File: config.mk
export PLATFORM = sky130hd
export DESIGN_NAME = mem_word_sequencer
export DESIGN_NICKNAME = d
export VERILOG_FILES = /design/src/rtl/mem_word_sequencer.sv
export SDC_FILE = /design/constraint.sdc
export NUM_CORES = 1
export LEC_CHECK = 0
export BUFFER_PORTS_ARGS = -buffer_cell sky130_fd_sc_hd__buf_4
export CAP_MARGIN = 15
export CORE_MARGIN = 1.5
export CORE_UTILIZATION = 55
export CTS_BUF_LIST = sky130_fd_sc_hd__clkbuf_16
export CTS_CLUSTER_DIAMETER = 60
export DETAILED_ROUTE_END_ITERATION = 8
export PLACE_DENSITY = 0.77
export SYNTH_ARGS = -nofsm -noshare
export SYNTH_HDL_FRONTEND = slang
export SYNTH_SLANG_ARGS = --single-unit
File: constraint.sdc
create_clock -name Clock -period 3.8 [get_ports Clock]
set_clock_uncertainty 0.05 [all_clocks]
set_input_delay 0.38 -clock Clock [delete_from_list [all_inputs] [get_ports Clock]]
set_output_delay 0.38 -clock Clock [all_outputs]
set_load 0.05 [all_outputs]
File: src/rtl/mem_word_sequencer.sv
// rtl/mem_word_sequencer.sv - multi-byte big-endian LOAD/STORE/PUSH/POP sequencer onto a byte-wide memory
module mem_word_sequencer #(
   parameter int DATA_WIDTH   = 32,
   parameter int ADDR_WIDTH   = 16,
   parameter int READ_LATENCY = 0,
   localparam int MAX_BYTES   = DATA_WIDTH / 8,
   localparam int NW          = $clog2(MAX_BYTES) + 1
) (
   input  logic                  Clock,
   input  logic                  Reset,
   input  logic                  Start,
   input  logic [1:0]            Mode,
   input  logic [NW-1:0]         NumBytes,
   input  logic [ADDR_WIDTH-1:0] AddrIn,
   input  logic [DATA_WIDTH-1:0] WDataIn,
   output logic [ADDR_WIDTH-1:0] Mem_Addr,
   output logic                  Mem_CS,
   output logic                  Mem_WR,
   output logic [7:0]            Mem_WData,
   input  logic [7:0]            Mem_RData,
   output logic [DATA_WIDTH-1:0] RDataOut,
   output logic [ADDR_WIDTH-1:0] AddrOut,
   output logic                  Busy,
   output logic                  Done,
   output logic                  Error
);

   typedef enum logic [1:0] {S_IDLE, S_ACCESS, S_WAIT, S_FINISH} state_t;
   localparam logic [1:0] M_LOAD = 2'b00, M_STORE = 2'b01, M_PUSH = 2'b10, M_POP = 2'b11;

   state_t                state;
   logic [1:0]            mode_q;
   logic [NW-1:0]         count_q, idx, byte_sel;
   logic [ADDR_WIDTH-1:0] ptr_q, step_addr, end_addr;
   logic [DATA_WIDTH-1:0] wdata_q, acc, acc_next;
   logic                  write_mode, busy, last, advance;

   assign write_mode = (mode_q == M_STORE) || (mode_q == M_PUSH);
   assign busy       = (state == S_ACCESS) || (state == S_WAIT);
   assign last       = (idx == count_q - NW'(1));
   // Reads with a registered memory spend a second cycle in WAIT before the byte is usable.
   assign advance    = (state == S_WAIT) ||
                       (state == S_ACCESS && (write_mode || READ_LATENCY == 0));
   assign acc_next   = (acc << 8) | DATA_WIDTH'(Mem_RData);
   assign end_addr   = (mode_q == M_PUSH) ? ptr_q - ADDR_WIDTH'(count_q)
                                          : ptr_q + ADDR_WIDTH'(count_q);
   assign byte_sel   = (mode_q == M_PUSH) ? idx : count_q - NW'(1) - idx;

   always_comb begin
      case (mode_q)
         M_PUSH:  step_addr = ptr_q - ADDR_WIDTH'(idx);
         M_POP:   step_addr = ptr_q + ADDR_WIDTH'(idx) + ADDR_WIDTH'(1);
         default: step_addr = ptr_q + ADDR_WIDTH'(idx);
      endcase
   end

   assign Busy      = busy;
   assign Mem_CS    = ~busy;
   assign Mem_WR    = (state == S_ACCESS) && write_mode;
   assign Mem_Addr  = busy ? step_addr : '0;
   assign Mem_WData = Mem_WR ? wdata_q[{byte_sel, 3'b000} +: 8] : 8'h00;

   always_ff @(posedge Clock or negedge Reset) begin
      if (!Reset) begin
         state    <= S_IDLE;
         mode_q   <= M_LOAD;
         count_q  <= '0;
         idx      <= '0;
         ptr_q    <= '0;
         wdata_q  <= '0;
         acc      <= '0;
         RDataOut <= '0;
         AddrOut  <= '0;
         Done     <= 1'b0;
         Error    <= 1'b0;
      end else begin
         Done  <= 1'b0;
         Error <= 1'b0;
         case (state)
            S_IDLE: begin
               if (Start) begin
                  if (NumBytes == '0 || int'(NumBytes) > MAX_BYTES) begin
                     Error <= 1'b1;
                  end else begin
                     mode_q  <= Mode;
                     count_q <= NumBytes;
                     ptr_q   <= AddrIn;
                     wdata_q <= WDataIn;
                     acc     <= '0;
                     idx     <= '0;
                     state   <= S_ACCESS;
                  end
               end
            end
            S_ACCESS, S_WAIT: if (!advance) state <= S_WAIT;
            S_FINISH: state <= S_IDLE;
            default:  state <= S_IDLE;
         endcase
         if (advance) begin
            if (!write_mode) acc <= acc_next;
            if (last) begin
               state   <= S_FINISH;
               Done    <= 1'b1;
               AddrOut <= end_addr;
               if (!write_mode) RDataOut <= acc_next;
            end else begin
               idx   <= idx + NW'(1);
               state <= S_ACCESS;
            end
         end
      end
   end

endmodule

* Word-level counts from Yosys, hierarchy flattened
Index checks and enable logic that the tools add are counted.
** Operators by class
- Add/subtract/negate cells :: 8
- $mul :: 0
- Div/mod/pow operators :: 0
- Order comparisons :: 1
- Equality and inequality tests :: 9
- Shift-type cells :: 1
- Mux-type cells :: 25
- Bitwise gates (word level) :: 4
- Reduce and logical (&&, ||, !) cells :: 11
** Operator list (number)
- $mux W32 :: 5
- $add A16 B3 Y16 :: 2
- $mux W16 :: 2
- $or A32 B8 Y32 :: 1
- $pmux W16 S2 :: 1
- $shiftx A32 B7 Y8 :: 1
- $sub A16 B3 Y16 :: 2
- $mux W3 :: 6
- $add A16 B1 Y16 const B :: 1
- $eq A2 B2 Y1 const B :: 4
- $mux W2 :: 4
- $mux W8 :: 1
- $ne A3 B3 Y1 const B :: 2
- $pmux W2 S3 :: 1
- $reduce_and A3 Y1 :: 2
- $mux W1 :: 5
- $eq A2 B1 Y1 const B :: 2
- $reduce_and A2 Y1 :: 2
- $add A3 B1 Y3 const B :: 1
- $eq A3 B3 Y1 :: 1
- $gt A3 B3 Y1 const B :: 1
- $logic_not A3 Y1 :: 1
- $logic_or A1 B1 Y1 :: 3
- $not A1 Y1 :: 3
- 5 further kinds :: 5
** Word-level totals
- Flip-flop bits (word level) :: 140
- Latch bits :: 0
- Memory bits (writable) :: 0
- Bits in read-only memories :: 0
- Output and inout port bits :: 77
- Memories kept :: 0

* Depth between registers and ports, before layout
- Depth after elaboration :: 7
- Mapped depth :: 13

* Least setup slack after synthesis
Ideal clock, no wire load.
- Path type :: flip-flop to output port
- Start point :: reg idx[0]
- End point :: out Mem_Addr[13]
- Data arrival time :: 3.203 ns
- Setup slack :: 0.167 ns
- Cell stages (with the launch flop) :: 11
- Path buffers :: 0
- Cell sequence :: dfrtp_1 > ha_1 > inv_1 > fa_1 > o21bai_2 > nand4_4 > xor2_1 > or3_1 > nor4_2 > xor2_1 > o221ai_1
** On the way
- Longest elaborated chain between the ends :: 4
** RTL lines
- start, declared :: RTL line 33 : logic [NW-1:0] count_q, idx, byte_sel;
- start signal, assigned :: RTL line 107 : idx <= idx + NW'(1);
- $add A16 B3 Y16 :: RTL line 52, 53
- $add A16 B1 Y16 :: RTL line 52 : M_POP: step_addr = ptr_q + ADDR_WIDTH'(idx) + ADDR_WIDTH'(1);
- $pmux W16 S2 * :: RTL line 50 : case (mode_q)
- $mux W16 * :: RTL line 60 : assign Mem_Addr = busy ? step_addr : '0;
- end, declared :: RTL line 16 : output logic [ADDR_WIDTH-1:0] Mem_Addr,
Mark *: on every way between the ends. The rest lies on a longest branch, timed or not.

* Worst setup path in the final report
Ends and elaborated chain as after synthesis.

==> metrics.txt <==
Post-synth EDFFs=0; Worst R2R End=AddrOut[15]$_DFFE_PN0P_; CP max FO=6; cell count after synthesis=736; Tmin final=3.68 ns; Avg WL per Cell=19.0 um; outcome=completed; DR iter-0 viols=407; final WL=20200 um; syn avg cell area=10.4 um^2; sequential fraction of the synthesis area=approximately 43%; CTS tree=done; CTS buffer count=17; # port buffers=140; hpwl dp=14100 um; vias per cell=5.89; Filler Cell Count=about 990; clock sink total=132; Cell variety after synth=slightly above 70; Placer Congestion=roughly 0.96; # IOs=approximately 140; post-synth top area share=between 40% and 50%; share of synthesized registers carrying an async set or reset=100%; Initial Util=56.9%; Die Width=between 100 and 150 um; crit path launch type=register; Worst Hold Class=in -> async; ys flop type=dfrtp_1; initial antenna violation count=0; Fin Setup TNS=0 ns; RR Startpoint=count_q[0]$_DFFE_PN0P_; Mapped Area=between 7000 and 8000 um^2; critical path class=reg -> out; first-pass GRT wire length=roughly 32000 um; Simple-Gate Fraction of Synth Area=16.1%; router iterations before antenna repair=7; share of cells above drive strength 1=34.4%; ant diodes=0; Die ar.=14600 um^2; MaxCap Viol Count=0; total number of vias=6263; H-tree Lvls=4; Synth top cells by count=dfrtp_1, nand2_1, mux2_2; worst skew pair latency=0.44 ns; area leader, netlist=dfrtp_1; top cells by area, synth=dfrtp_1, mux2_2, ha_1; area grow syn2layout=25.6%; DIE HEIGHT=121 um; Final Cycle Share=96.8%; Worst Setup SP=idx[0]$_DFF_PN0_; vias in the first global route=between 6000 and 7000; total track usage=28.7%; Final Max Tran Viols=0; # DRC=0; XOR/XNOR Fraction of Synth Area=4.60%; largest net degree at the start of global routing=roughly 80; flop-to-flop setup slack=0.47 ns; Worst setup endpoint=Mem_Addr[13]; Worst-path clk slew=~0.070 ns; Root Buffer=clkbuf_16; FMAX=0.272 GHz; worst path required time=approximately 3.4 ns; Worst Max-Slew Pin Slew=around 1 ns; aggregate global routing overflow=0; Setup violations, final=0; Worst setup EP type=output port; slew margin rel.=32.7%; core box area=~13000 um^2; num rows=42; Yosys warning count=0; Hold-fix buffers, CTS=0; Post-Synthesis Net Count=836; Synth Area in Compound Gates=10.6%; proportion of synthesized area in mux cells=15.6%; Arr. time, crit path=3.25 ns; #FFs+latches synth=132; Max clock buf depth=2; largest family of logic cells by synthesized area=simple AND/OR/NAND/NOR gates; Hold Vio Cnt, Final=0; Synth Area in Adders=under 10%; Final Net Count=974; most frequent cell after synthesis=dfrtp_1; remaining antenna violation count=0; r2r worst-path depth=12
-- per-layer routing --
layer / vias to the layer above / track usage [%] / wire [um]
li1: 2895 / - / -
met1: 3118 / 36.5 / 8620
met2: 221 / 47.7 / 9890
met3: 29 / 7.41 / 1270
met4: 0 / 10.0 / 384
met5: - / 0 / 0
-- kinds of logic after synthesis --
kind of cell | after synthesis
simple gates | 245
flops | 132
compound gates | 119
mux | 98
buf+inv | 66
xor+xnor | 40
fa+ha+maj | 36
-- sequential cells by signal (all words and copies together), names as in the netlist, 2 cells and up --
register	flops
count_q	3
idx	3
AddrOut	16
ptr_q	16
wdata_q	32
state	2
RDataOut	32
acc	24
mode_q	2
-- cell usage in the layout (no fill, tap or decap), types with 4 or more instances in the layout --
master and count:
and3_1 7, dfrtp_1 131, mux2_1 5, a21oi_1 23, or3_1 6, ha_1 30, buf_4 156, nor2b_1 4
nor2_1 32, xor2_1 23, o221ai_1 4, clkbuf_16 17, o22ai_1 4, mux2_2 80, nand2_1 99, xnor2_1 16
mux2i_1 5, nand3_1 35, and2_1 11, inv_6 5, nand2b_1 8, o21ai_0 31, inv_1 27, and4_1 4
a21o_1 6, nand4_1 5, a31oi_1 9, mux4_2 8, nor3_1 10
-- layout make-up --
cell class              count  area, um^2  share of cell area [%]
multi-input cells         538        4140                    43.2
inverters                  28         105                    1.10
flip-flops and latches    132        3300                    34.5
clock buffers              17         425                    4.45
well taps                 176         220                    2.30
repair buffers            157        1190                    12.5
clock inverters            15         185                    1.94
-- worst min path at each step --
stage / startpoint / to / slack (ns)
floorplan: Reset / AddrOut[0]$_DFFE_PN0P_ / 0.03
global placement: AddrOut[1]$_DFFE_PN0P_ / AddrOut[1]$_DFFE_PN0P_ / 0.42
detailed placement: AddrOut[1]$_DFFE_PN0P_ / AddrOut[1]$_DFFE_PN0P_ / 0.42
CTS: Mem_RData[5] / acc[5]$_DFF_PN0_ / 0.08
global route: Mem_RData[5] / acc[5]$_DFF_PN0_ / 0.08
finish: Reset / ptr_q[6]$_DFFE_PN0P_ / 0.03
-- metrics by stage --
| step | hold WS, ns | util [%] | cell area (um^2) | instances | worst slack (ns) |
|---|---|---|---|---|---|
| final | 0.0324 | 71.4 | 9570 | 1063 | 0.123 |
| after global routing | 0.0806 | 71.4 | 9570 | 1063 | -0.00935 |
| after floorplan | 0.0344 | - | 7620 | 736 | 0.167 |
| after global placement | 0.418 | 66.1 | 8860 | 1028 | 0.364 |
| after CTS | 0.0786 | 70.8 | 9490 | 1060 | 0.00285 |
| after detailed placement | 0.417 | 66.1 | 8860 | 1028 | 0.216 |
-- critical path: stages, from the launching register on --
cell and delay, ns:
dfrtp_2 0.44, ha_4 0.17, inv_1 0.06, fa_2 0.43
o21bai_4 0.26, nand4_4 0.15, xor2_1 0.20, or3_4 0.39
nor4_4 0.16, xor2_1 0.10, o221ai_1 0.19, buf_4 0.24
-- what timing repair did --
action | CTS | global route
resized for setup | 4 | 12
gates cloned | 0 | 0
pin swaps | 0 | 5
buffers inserted | 0 | 3
endpoints found under the setup margin | 6 | 9
Power is not shown: default switching activity piles up to over one toggle a cycle in this logic, so the estimate is an artifact.
